[config.mk]
export PLATFORM = sky130hd
export DESIGN_NAME = sifive_reset_request
export DESIGN_NICKNAME = d
export VERILOG_FILES = /design/src/rtl/sifive_reset_request.sv
export SDC_FILE = /design/constraint.sdc
export NUM_CORES = 1
export LEC_CHECK = 0
export ABC_AREA = 1
export BUFFER_PORTS_ARGS = -buffer_cell sky130_fd_sc_hd__buf_2
export CORE_UTILIZATION = 26
export CTS_CLUSTER_SIZE = 24
export DETAILED_ROUTE_END_ITERATION = 12
export PLACE_DENSITY_LB_ADDON = 0.1
export SLEW_MARGIN = 20
export SYNTH_ARGS = -nofsm -noshare
export SYNTH_HDL_FRONTEND = slang
export SYNTH_SLANG_ARGS = --single-unit
[constraint.sdc]
create_clock -name clock -period 2.1 [get_ports clock]
set_clock_uncertainty 0.1 [all_clocks]
set_input_delay 0 -clock clock [delete_from_list [all_inputs] [get_ports clock]]
set_output_delay 0 -clock clock [all_outputs]
set_load 0.01 [all_outputs]
[src/rtl/sifive_reset_request.sv]
// Board reset front end: merges power-on, debounced pushbutton, software and
// PLL-lock-loss sources into a held, lock-qualified areset for the sequencer.
module sifive_reset_request #(
  parameter int unsigned SYNC_STAGES   = 3,
  parameter int unsigned DEBOUNCE_BITS = 8,
  parameter int unsigned HOLD_CYCLES   = 16,
  parameter int unsigned TIMEOUT_BITS  = 16
) (
  input  logic       clock,
  input  logic       reset,
  input  logic       button_n,
  input  logic       sw_req,
  input  logic       pll_locked,
  input  logic       done,
  output logic       areset,
  output logic       busy,
  output logic [1:0] cause,
  output logic       timeout
);

  localparam int unsigned HOLD_W = (HOLD_CYCLES > 1) ? $clog2(HOLD_CYCLES) : 1;
  localparam logic [HOLD_W-1:0] HOLD_LAST = HOLD_W'(HOLD_CYCLES - 1);

  localparam logic [1:0] CAUSE_POR    = 2'd0;
  localparam logic [1:0] CAUSE_BUTTON = 2'd1;
  localparam logic [1:0] CAUSE_SW     = 2'd2;
  localparam logic [1:0] CAUSE_LOCK   = 2'd3;

  typedef enum logic [1:0] {
    S_ASSERT,
    S_WAIT_LOCK,
    S_RELEASE,
    S_RUN
  } state_t;

  state_t                  state_q, state_d;
  logic [HOLD_W-1:0]       hold_q, hold_d;
  logic [TIMEOUT_BITS-1:0] tcnt_q, tcnt_d;
  logic [1:0]              cause_d;
  logic                    timeout_d;
  logic                    areset_d, busy_d;

  logic [SYNC_STAGES-1:0]   button_sync, locked_sync, done_sync;
  logic                     button_s, locked_s, done_s;
  logic                     deb_level, deb_flip, press;
  logic [DEBOUNCE_BITS-1:0] deb_cnt;
  logic                     event_any;
  logic [1:0]               event_cause;

  assign button_s = button_sync[SYNC_STAGES-1];
  assign locked_s = locked_sync[SYNC_STAGES-1];
  assign done_s   = done_sync[SYNC_STAGES-1];

  always_ff @(posedge clock) begin
    if (reset) begin
      button_sync <= '1;
      locked_sync <= '0;
      done_sync   <= '0;
    end else begin
      button_sync <= {button_sync[SYNC_STAGES-2:0], button_n};
      locked_sync <= {locked_sync[SYNC_STAGES-2:0], pll_locked};
      done_sync   <= {done_sync[SYNC_STAGES-2:0], done};
    end
  end

  // press fires combinationally on the flip edge so the FSM reacts on that same edge
  assign deb_flip = (button_s != deb_level) && (deb_cnt == '1);
  assign press    = deb_flip && deb_level;

  always_ff @(posedge clock) begin
    if (reset) begin
      deb_level <= 1'b1;
      deb_cnt   <= '0;
    end else if (button_s == deb_level) begin
      deb_cnt   <= '0;
    end else if (deb_flip) begin
      deb_level <= button_s;
      deb_cnt   <= '0;
    end else begin
      deb_cnt   <= deb_cnt + 1'b1;
    end
  end

  always_comb begin
    event_any   = 1'b1;
    event_cause = CAUSE_POR;
    if (!locked_s)   event_cause = CAUSE_LOCK;
    else if (press)  event_cause = CAUSE_BUTTON;
    else if (sw_req) event_cause = CAUSE_SW;
    else             event_any   = 1'b0;
  end

  always_comb begin
    state_d   = state_q;
    hold_d    = '0;
    tcnt_d    = '0;
    cause_d   = cause;
    timeout_d = timeout;
    case (state_q)
      S_ASSERT: begin
        if (press || sw_req)       hold_d  = '0;
        else if (hold_q == HOLD_LAST) state_d = S_WAIT_LOCK;
        else                       hold_d  = hold_q + 1'b1;
      end
      S_WAIT_LOCK: begin
        if (press || sw_req) state_d = S_ASSERT;
        else if (locked_s)   state_d = S_RELEASE;
      end
      S_RELEASE: begin
        if (event_any) begin
          state_d = S_ASSERT;
          cause_d = event_cause;
        end else if (done_s) begin
          state_d = S_RUN;
        end else if (tcnt_q == '1) begin
          state_d   = S_ASSERT;
          timeout_d = 1'b1;
        end else begin
          tcnt_d = tcnt_q + 1'b1;
        end
      end
      S_RUN: begin
        if (event_any) begin
          state_d = S_ASSERT;
          cause_d = event_cause;
        end
      end
      default: state_d = S_ASSERT;
    endcase
    areset_d = (state_d == S_ASSERT) || (state_d == S_WAIT_LOCK);
    busy_d   = (state_d != S_RUN);
  end

  always_ff @(posedge clock) begin
    if (reset) begin
      state_q <= S_ASSERT;
      hold_q  <= '0;
      tcnt_q  <= '0;
      areset  <= 1'b1;
      busy    <= 1'b1;
      cause   <= CAUSE_POR;
      timeout <= 1'b0;
    end else begin
      state_q <= state_d;
      hold_q  <= hold_d;
      tcnt_q  <= tcnt_d;
      areset  <= areset_d;
      busy    <= busy_d;
      cause   <= cause_d;
      timeout <= timeout_d;
    end
  end

endmodule

Word-level counts from Yosys, hierarchy flattened

Index checks and enable logic that the tools add are counted.

Output and inout port bits: 5
Word-level logic and storage cells: 58
Input bits: 6
Bits in registers: 45

$add $sub $neg: 3
Eq/ne operators: 10
Bitwise operators: 5
Reductions and logical operators: 13
Mux-type cells: 15

Operators by type and width:

| kind                                                                   | number |
|---|---|
| 2-bit 2-to-1 mux                                                       | 11 |
| 16-bit by 1-bit adder with 16-bit output (second input constant)       | 1 |
| 16-bit equality test (second input constant)                           | 1 |
| 8-bit by 1-bit adder with 8-bit output (second input constant)         | 1 |
| 8-bit equality test (second input constant)                            | 1 |
| 2-bit one-hot mux with 4 select lines                                  | 1 |
| 1-bit inverter                                                         | 5 |
| 5-bit OR reduction                                                     | 1 |
| 4-bit by 1-bit adder with 4-bit output (second input constant)         | 1 |
| 2-bit by 1-bit equality test with 1-bit output (second input constant) | 2 |
| 2-bit equality test (second input constant)                            | 2 |
| 4-bit equality test (second input constant)                            | 1 |
| 2-bit zero test                                                        | 2 |
| 2-bit AND reduction                                                    | 2 |
| 4-bit AND reduction                                                    | 1 |
| 4-bit OR reduction                                                     | 1 |
| 1-bit 2-to-1 mux                                                       | 3 |
| 3-bit OR reduction                                                     | 1 |
| 1-bit logical AND                                                      | 2 |
| 1-bit logical OR                                                       | 2 |
| 2-bit != test (second input constant)                                  | 1 |
| 2-bit OR reduction                                                     | 1 |
| 1-bit equality test                                                    | 1 |
| 1-bit != test                                                          | 1 |

Depth between registers and ports, before layout

Gate-level depths: netlist of the first run.

Depth in word-level cells: 9
Mapped depth: 9

Worst setup path after synthesis of the first run

OpenSTA, ideal clock, no wires.

Path type: flip-flop to flip-flop
Start point: register tcnt_q[0]
End point: register tcnt_q[11]
Period minus slack after synthesis: 1.587 ns
Path buffers: 1
Arrival: 1.371 ns
Cell stages (with the launch flop): 10
Setup time: 0.116 ns
Path slack: 0.513 ns
Cell sequence: dfxtp_1 -> ha_1 -> nand3_2 -> nor3_4 -> nand2_1 -> nor2_2 -> nand4_2 -> nand2_2 -> buf_6 -> nor2_1

Cells in the longest elaborated chain, start to end: 2

RTL lines:

| item                                                                             | RTL line | text |
|---|---|---|
| from (decl)                                                                      | 38       | `logic [TIMEOUT_BITS-1:0] tcnt_q, tcnt_d;` |
| from (signal assigned)                                                           | 146      | `tcnt_q <= tcnt_d;` |
| branches (longest 2 deep; another with 16-bit by 1-bit adder with 16-bit output) | -        |  |

Several ways; the timed one is not identified.
A chain may end at the register's enable or synchronous reset.

Final worst setup path of the first run

Start point: register deb_cnt[0]
End point: register tcnt_q[13]

Cells in the longest elaborated chain, start to end: 6

RTL lines:

| item                         | RTL line | text |
|---|---|---|
| from (decl)                  | 46       | `logic [DEBOUNCE_BITS-1:0] deb_cnt;` |
| from (signal assigned)       | 80       | `deb_cnt <= deb_cnt + 1'b1;` |
| 8-bit equality test          | 67       | `assign deb_flip = (button_s != deb_level) && (deb_cnt == '1);` |
| 1-bit logical AND            | 67       |  |
| 1-bit logical AND            | 68       | `assign press = deb_flip && deb_level;` |
| 1-bit 2-to-1 mux             | 88       | `else if (press) event_cause = CAUSE_BUTTON;` |
| 1-bit 2-to-1 mux             | 87       | `if (!locked_s) event_cause = CAUSE_LOCK;` |
| 5-bit OR reduction (no line) | -        |  |

Every way passes these cells.

==> results.py, run 1 <==
metrics = {
    "run_status": {
        "status": "finished clean",
    },
    "synthesis": {
        "yosys-top-cells-area": "dfxtp_1 49%, nor2_1 8.2%, nand2_1 7.8%, inv_1 6.8%, xor2_1 4.3%",
        "syn_avg_cell_area_sq_um": 7.921,
        "yosys_warnings": 0,
        "syn-num-nets": 239,
        "synth.distinct_cells": 27,
        "post_synth_instance_area_sq_um": 1822,
        "yosysTopAreaCell": "dfxtp_1",
        "synth_top_area_share_pct": 49.45,
        "synthCells": 230,
        "seq_area_frac_synth_pct": 49.45,
        "ys_ff_latch": 45,
    },
    "detailed_routing": {
        "firstDrtPassIters": 4,
        "drt_iter0_drc": 40,
        "drc": 0,
        "wl_microns": 3290,
        "vias": 1400,
        "ant_nets": 0,
        "wire_per_inst_microns": 9.400,
        "vias_per_cell": 4.000,
    },
    "sta": {
        "setup_tns_ns": 0,
        "hold_viol": 0,
        "worst_pin_slew_ns": 0.3302,
        "layout_setup_ws_ns": 0.3452,
        "final-max-slew-violation-count": 0,
        "min_period_over_period_pct": 83.56,
        "rsz0062_at_grt": "false",
        "hold-worst-slack_ns": 0.3035,
        "period_minus_slack_ns": 1.755,
        "fmax_mhz": 569.9,
        "setup_violations": 0,
        "relSlewSlack_pct": 77.93,
    },
    "grt": {
        "antenna_found_initial": 0,
        "grt_pass1_vias": 1418,
        "gr-total-overflow": 0,
        "grt_usage_pct": 10.57,
        "grt_pass1_wl_microns": 6016,
        "grt_max_degree": 16,
    },
    "flow_run": {
        "drv_cap": 0,
    },
    "floorplan": {
        "num_rows": 30,
        "die_h_microns": 85.71,
        "die_w_microns": 85.71,
        "core_sq_um": 6794,
        "start_util_pct": 26.81,
        "dieArea_sq_um": 7345,
        "num_io_pins": 11,
    },
    "placement": {
        "io_buffers": 10,
        "dp.final_hpwl_microns": 2339,
        "gp_congestion": 0.7350,
        "place_ws_ns": 0.2125,
    },
    "pwr": {
        "power.leakage_nw": 0.8117,
        "p_per_area_nw_per_um2": 728.3,
        "p_total_mw": 1.588,
        "p_int_mw": 1.267,
        "sw_frac_of_total_pct": 20.17,
        "vdd_ir_drop_max_mv": 0.2953,
        "power.switching_mw": 0.3201,
        "p_seq_share_pct": 54.5,
        "power_frac_clock_pct": 43.3,
        "power_frac_comb_pct": 2.2,
    },
    "cells_and_area": {
        "diodes": 0,
        "syn2layout_area_growth_pct": 19.64,
        "drive_gt1_share_pct": 12.20,
        "final_core_util_pct": 32.08,
        "layout.nets": 262,
    },
    "clocking": {
        "cts_buffer_depth": 2,
        "cts.clk_slew.worst_paths_ns": 0.08,
        "clock_latency_ns": 0.29,
        "cts_tree": "built",
        "cts_root_buf": "clkbuf_8",
        "post_cts_buffers": 0,
        "cts_buffers": 5,
        "cts_sinks": 45,
        "htreeDepth": 2,
    },
    "worst_setup_path": {
        "start_kind": "flip-flop",
        "crit_required_ns": 2.19,
        "path_class": "flip-flop to flip-flop",
        "cp_max_fo": 14,
        "cp-end-kind": "flip-flop",
        "arrival_ns": 1.84,
    },
    "min_path": {
        "hp-class": "flip-flop to flip-flop",
    },
}
## final cells by class
cell class / count / area, sq um
Clock buffer: 6 / 82.58
Tap cell: 96 / 120.1
Timing Repair Buffer: 18 / 127.6
Fill cell: 742 / 4614
Inverter: 34 / 127.6
Multi-Input combinational cell: 149 / 783.3
Sequential cell: 45 / 900.9
Clock inverter: 2 / 37.54
## logic make-up after synthesis
family,share of synthesized area (%)
DFF,49.45
adders and majority gates,2.061
xor gates and xnor gates,5.770
AOI/OAI and AO/OA,5.769
and+or+nand+nor,29.12
buffers and inverters,7.829
## state kept, by name, summed over array words and instances (netlist names)
signal,cells
areset,1
busy,1
button_sync,3
cause,2
deb_cnt,8
deb_level,1
done_sync,3
hold_q,4
locked_sync,3
state_q,2
tcnt_q,16
timeout,1
## path summary, 6_finish.rpt
check / startpoint / end / slack, ns / cells after the start
min: locked_sync[0] / locked_sync[1] / 0.30 / 2
max: deb_cnt[0] / tcnt_q[13] / 0.35 / 8
min reg2reg: locked_sync[0] / locked_sync[1] / 0.30 / 2
max reg2reg: deb_cnt[0] / tcnt_q[13] / 0.35 / 8
## cells in the mapped netlist (all sizes together)
master and n:
xnor2 3, nor3 8, buf 1, clkbuf 1, nor4 1, nand2 39, and3 1, nand4 4
or2 3, nor2 43, nand3b 1, o21ai 4, o21bai 1, o21a 3, nand3 13, a21oi 11
dfxtp 45, nor3b 2, inv 34, xor2 9, ha 3
## what timing repair did
action | CTS | global route
hold buffers | 7 | 0
hold endpoints to repair | 10 | 0
endpoints found under the setup margin | 0 | 1
gates resized for setup | 0 | 1
## critical path, stage by stage, from the launching register on
cell and delay (ns):
dfxtp_1 0.36, ha_1 0.18, nand2_1 0.08, nor2_2 0.23
nand4_2 0.22, nand3_1 0.18, nor2_2 0.08, nand2_4 0.16
nor2_1 0.06
## per-layer routing
layer	GRT usage (%)	wire length, microns
met5	0	0
met4	5.455	59
met3	2.695	87
met2	17.89	1510
met1	12.36	1633
## through the flow
| step | area (sq um) | cells |
|---|---|---|
| 2_1_floorplan | 1822 | 230 |
| 3_3_place_gp | 1984 | 335 |
| 3_5_place_dp | 1984 | 335 |
| 4_1_cts | 2175 | 350 |
| 5_1_grt | 2180 | 350 |
| 6_report | 2180 | 350 |
## power groups by stage
stage          Sequential, mW  Combinational [mW]  Clock (mW)
2_1_floorplan           0.885              0.0172           0
3_3_place_gp            0.885              0.0264           0
3_5_place_dp            0.885              0.0264           0
4_1_cts                 0.865              0.0362       0.723
5_1_grt                 0.867              0.0418       0.760
6_report                0.865              0.0354       0.687
## layout by cell type, fill, tap and decap left out
master         instances
nand3b_1               1
clkbuf_8               6
inv_2                  1
buf_2                 10
o21bai_1               1
nand3_2                1
bufinv_16              1
xor2_1                 9
nand2_1               38
nor3b_1                2
o21a_1                 3
nor3_4                 1
inv_1                 33
clkinvlp_4             1
o21ai_0                4
nand4_2                2
nor2_2                 3
nor2_1                40
a21oi_1               11
ha_1                   3
nand4_1                2
dfxtp_1               45
buf_4                  1
nor4_1                 1
dlygate4sd3_1          7
xnor2_1                3
nand2_4                1
nor3_1                 7
or2_2                  3
nand3_1               12
and3_1                 1
(Power assumes the default switching activity.)
==> inputs of run 2 (changes only) <==
Clock period 2.1 ns to 1.5 ns, I/O delays scaled along.
==> run 2 against run 1 <==
  * The flow now finishes with violations (setup timing)
  * Register-to-register slack worse by 0.41 ns
  * First-iteration DRC count decreased by 23%
  * Wire length is 9.7% higher
  * Power is 37% higher
  * Clock power grew 33%
  * Fmax is 12% higher
  * Largest cell class is now multi-input gates
==> results.py, run 2 (same netlist as run 1, synthesis figures left out) <==
metrics = {
    "floorplan": {
        "die_w_microns": 85.71,
        "start_util_pct": 26.81,
        "dieArea_sq_um": 7345,
        "core_sq_um": 6794,
        "die_h_microns": 85.71,
        "num_io_pins": 11,
        "num_rows": 30,
    },
    "sta": {
        "hold-worst-slack_ns": 0.3047,
        "fmax_mhz": 640.6,
        "final-max-slew-violation-count": 0,
        "setup_violations": 15,
        "rsz0062_at_grt": "true",
        "setup_tns_ns": -0.6458,
        "min_period_over_period_pct": 104.1,
        "layout_setup_ws_ns": -0.06111,
        "relSlewSlack_pct": 79.68,
        "worst_pin_slew_ns": 0.3037,
        "period_minus_slack_ns": 1.561,
        "hold_viol": 0,
    },
    "grt": {
        "antenna_found_initial": 0,
        "grt_usage_pct": 10.83,
        "grt_max_degree": 15,
        "grt_pass1_vias": 1464,
        "grt_pass1_wl_microns": 6292,
        "gr-total-overflow": 0,
    },
    "worst_setup_path": {
        "arrival_ns": 1.66,
        "critPathSlowestCell": "dfxtp_4",
        "cp_max_fo": 7,
        "path_cells": "ha_4, nand3_4, nor3_4, nand2_2, nor2_4, nand4_4, nand2_4, clkbuf_16, nor2_1",
        "setup.worst_path.start": "tcnt_q[0]",
        "cp-end-kind": "flip-flop",
        "crit_required_ns": 1.60,
        "path_class": "flip-flop to flip-flop",
        "start_kind": "flip-flop",
        "reg2reg_from": "tcnt_q[0]",
        "critPathMaxStageDelay_ns": 0.37,
    },
    "cells_and_area": {
        "diodes": 0,
        "largestRegisters": "tcnt_q x16, deb_cnt x8, hold_q x4",
        "syn2layout_area_growth_pct": 42.03,
        "layoutNonFillerInstCount": 376,
        "layout.nets": 288,
        "final_common_cell": "dfxtp_1",
        "drive_gt1_share_pct": 33.57,
        "regMostFlops": "tcnt_q",
        "layout_common_cells": "41 x dfxtp_1, 32 x nor2_1, 31 x nand2_1, 31 x inv_1, 25 x buf_4",
        "stdcell_area_sq_um": 2587,
        "largest_reg_flops": 16,
    },
    "flow_run": {
        "drv_cap": 0,
    },
    "placement": {
        "dpl.cell_count": 357,
        "placed_cell_area_sq_um": 2195,
        "gp_congestion": 0.6824,
        "io_buffers": 10,
        "dp.final_hpwl_microns": 2410,
    },
    "clocking": {
        "cts_buffer_depth": 2,
        "htreeDepth": 2,
        "clock_latency_ns": 0.30,
        "cts_tree": "built",
        "cts.clk_slew.worst_paths_ns": 0.08,
        "cts_root_buf": "clkbuf_8",
        "cts_sinks": 45,
        "cts_buffers": 5,
    },
    "min_path": {
        "min_from": "done_sync[0]",
        "hp-class": "flip-flop to flip-flop",
    },
    "detailed_routing": {
        "vias_per_cell": 3.941,
        "wire_per_inst_microns": 9.601,
        "vias": 1482,
        "drc": 0,
        "ant_nets": 0,
        "firstDrtPassIters": 4,
        "wl_microns": 3610,
        "drt_iter0_drc": 31,
    },
    "pwr": {
        "vdd_ir_drop_max_mv": 0.3220,
        "power_frac_comb_pct": 2.6,
        "p_int_mw": 1.732,
        "power.leakage_nw": 0.9800,
        "p_per_area_nw_per_um2": 842.0,
        "p_seq_share_pct": 55.5,
        "power.switching_mw": 0.4464,
        "power_frac_clock_pct": 41.9,
        "sw_frac_of_total_pct": 20.49,
    },
    "run_status": {
        "failed_checks": "setup timing",
        "status": "complete, but fails checks",
    },
}
## run 2: changes by cell type in the layout (fill, tap and decap cells not counted), sizes merged
cell / previous run / this run
buf: 11 / 38
clkbuf: 6 / 7
clkinv: 0 / 1
clkinvlp: 1 / 0
dlygate4sd3: 7 / 5
## run 2: power groups by stage
stage	Sequential, mW	Clock [mW]	Combinational [mW]
after CTS	1.21	0.958	0.0527
final	1.21	0.913	0.0559
after global routing	1.21	0.988	0.0644
after detailed placement	1.24	0	0.0411
after global placement	1.24	0	0.0408
after floorplan	1.24	0	0.0244
## run 2: repair_timing
action	4_1_cts	5_1_grt
setup buffers	2	3
cloned	0	1
pin swaps	5	8
hold endpoints to repair	7	0
setup endpoints to repair	27	31
hold buffers	5	0
gates resized for setup	13	32
## run 2: path summary, 6_finish.rpt
path | end | slack, ns | depth (start not counted)
setup reg to reg | tcnt_q[1] | -0.06 | 9
hold reg to reg | done_sync[1] | 0.30 | 2
setup / recovery | tcnt_q[1] | -0.06 | 9
hold / removal | done_sync[1] | 0.30 | 2
## run 2: through the flow
step           worst slack [ns]  power [mW]  util, %
3_5_place_dp           -0.07383       1.281    32.30
3_3_place_gp           -0.07124       1.280    32.30
5_1_grt                 -0.1658       2.265    38.08
4_1_cts                -0.07344       2.222    35.67
2_1_floorplan          -0.02191       1.263        -
6_report               -0.06111       2.179    38.08
## run 2: per-layer routing
metal	GRT usage, %	part of all wire, %
met5	0	0
met4	4.545	1.7
met3	3.176	2.9
met2	17.67	47
met1	13.35	49
## run 2: critical path, delay by kind of cell, from the launching register on
family,cells,cell delay (ns)
buf+inv,1,0.16
flops,1,0.37
fa+ha+maj,1,0.15
simple gates,7,0.68
## run 2: layout make-up
class                      count  area, sq um
fill                         696         4207
multi-input combinational    149        964.7
sequential                    45        908.4
timing repair buffer          44        355.3
inverter                      34        127.6
tap                           96        120.1
clock buffer                   6        72.57
clock inverter                 2        38.79
==> inputs of run 3 (changes only) <==
Settings changed: CTS_CLUSTER_SIZE 24 to not set, RECOVER_POWER set to 25.
==> run 3 against run 2 <==
  * The run still ends with setup timing left
  * First-iteration DRC count unchanged
  * Sequential power is essentially flat
  * Sequential share of layout area increased by 0.085 points
  * Power about the same
  * Non-clock buffer count unchanged
  * Register-to-register slack hardly changed
  * Cell area decreased by 0.24%
  * Hold slack about the same
  * Worst setup slack improved by 0.0031 ns
  * Via count rose by 0.34%
  * Die area unchanged
  * Critical path type unchanged
  * Critical endpoint unchanged
  * Largest power group unchanged
==> results.py, run 3 (same netlist as run 1, synthesis figures left out) <==
metrics = {
    "min_path": {
        "hp-class": "flip-flop to flip-flop",
        "min_from": "done_sync[0]",
    },
    "sta": {
        "final-max-slew-violation-count": 0,
        "setup_violations": 16,
        "layout_setup_ws_ns": -0.05798,
        "hold-worst-slack_ns": 0.3049,
        "hold_viol": 0,
        "period_minus_slack_ns": 1.558,
        "min_period_over_period_pct": 103.9,
        "relSlewSlack_pct": 63.02,
        "worst_pin_slew_ns": 0.5547,
        "fmax_mhz": 641.9,
        "setup_tns_ns": -0.5969,
        "rsz0062_at_grt": "true",
    },
    "cells_and_area": {
        "layout_common_cells": "41 x dfxtp_1, 32 x nor2_1, 31 x nand2_1, 31 x inv_1, 24 x buf_4",
        "diodes": 0,
        "final_common_cell": "dfxtp_1",
        "final_core_util_pct": 37.99,
        "largestRegisters": "tcnt_q x16, deb_cnt x8, hold_q x4",
        "stdcell_area_sq_um": 2581,
        "regMostFlops": "tcnt_q",
        "syn2layout_area_growth_pct": 41.69,
        "drive_gt1_share_pct": 32.50,
        "largest_reg_flops": 16,
        "layout.nets": 288,
    },
    "pwr": {
        "power.leakage_nw": 0.9725,
        "vdd_ir_drop_max_mv": 0.3222,
        "p_per_area_nw_per_um2": 843.9,
    },
    "worst_setup_path": {
        "crit_required_ns": 1.60,
        "cp_max_fo": 7,
        "reg2reg_from": "tcnt_q[0]",
        "cp-end-kind": "flip-flop",
        "setup.worst_path.start": "tcnt_q[0]",
        "arrival_ns": 1.66,
        "path_class": "flip-flop to flip-flop",
        "start_kind": "flip-flop",
    },
    "clocking": {
        "cts_sinks": 45,
        "cts_buffers": 5,
        "cts.clk_slew.worst_paths_ns": 0.09,
        "cts_buffer_depth": 2,
        "clock_latency_ns": 0.30,
        "cts_tree": "built",
        "htreeDepth": 2,
        "cts_root_buf": "clkbuf_8",
    },
    "grt": {
        "antenna_found_initial": 0,
        "grt_pass1_vias": 1464,
        "grt_usage_pct": 10.83,
        "grt_pass1_wl_microns": 6292,
        "grt_max_degree": 15,
        "gr-total-overflow": 0,
    },
    "placement": {
        "gp_congestion": 0.6824,
        "place_ws_ns": -0.07383,
        "io_buffers": 10,
        "dp.final_hpwl_microns": 2410,
        "placed_cell_area_sq_um": 2195,
    },
    "detailed_routing": {
        "drt_iter0_drc": 31,
        "ant_nets": 0,
        "vias": 1487,
        "vias_per_cell": 3.955,
        "drc": 0,
        "wire_per_inst_microns": 9.548,
        "wl_microns": 3590,
        "firstDrtPassIters": 4,
    },
    "run_status": {
        "status": "complete, but fails checks",
        "failed_checks": "setup timing",
    },
    "floorplan": {
        "start_util_pct": 26.81,
        "die_w_microns": 85.71,
        "num_io_pins": 11,
        "dieArea_sq_um": 7345,
        "die_h_microns": 85.71,
        "num_rows": 30,
        "core_sq_um": 6794,
    },
    "flow_run": {
        "drv_cap": 0,
    },
}
run 3: layer usage:
metal,GRT usage [%],up-vias,share of wire (%)
met2,17.67,11,47
met4,4.545,0,1.8
met5,0,-,0
met1,13.35,656,49
met3,3.176,6,2.5
li1,-,814,-
run 3: final timing paths:
path	end	slack, ns	depth (start not counted)
worst min register to register	done_sync[1]	0.30	2
worst min-delay path	done_sync[1]	0.30	2
worst max register to register	tcnt_q[1]	-0.06	9
worst max-delay path	tcnt_q[1]	-0.06	9
run 3: area by class of cell:
class / count / area [sq um]
multi-input combinational: 149 / 964.7
sequential: 45 / 908.4
timing repair buffer: 44 / 349.1
tap: 96 / 120.1
clock inverter: 2 / 38.79
inverter: 34 / 127.6
clock buffer: 6 / 72.57
fill: 699 / 4213
run 3: timing repair:
item / 4_1_cts / 5_1_grt
pin swaps: 5 / 8
hold buffers: 5 / 0
gates cloned: 0 / 1
setup endpoints to repair: 27 / 31
gates resized for setup: 13 / 32
hold endpoints to repair: 7 / 0
buffers inserted: 2 / 3
run 3: critical path, stage by stage (launching register included):
cell	delay, ns
dfxtp_4	0.37
ha_4	0.15
nand3_4	0.08
nor3_4	0.14
nand2_2	0.08
nor2_4	0.12
nand4_4	0.10
nand2_4	0.11
clkbuf_16	0.16
nor2_1	0.04
run 3: stage by stage:
stage	std cells	power, mW
CTS	372	2.222
floorplan	230	1.263
detailed placement	357	1.281
global route	376	2.263
global placement	357	1.280
finish	376	2.178
run 3: power by group:
group | internal (mW) | leakage (nW) | switching [mW]
Sequential | 1.20 | 0.367 | 0.00585
Combinational | 0.0263 | 0.550 | 0.0280
Clock | 0.500 | 0.0554 | 0.414
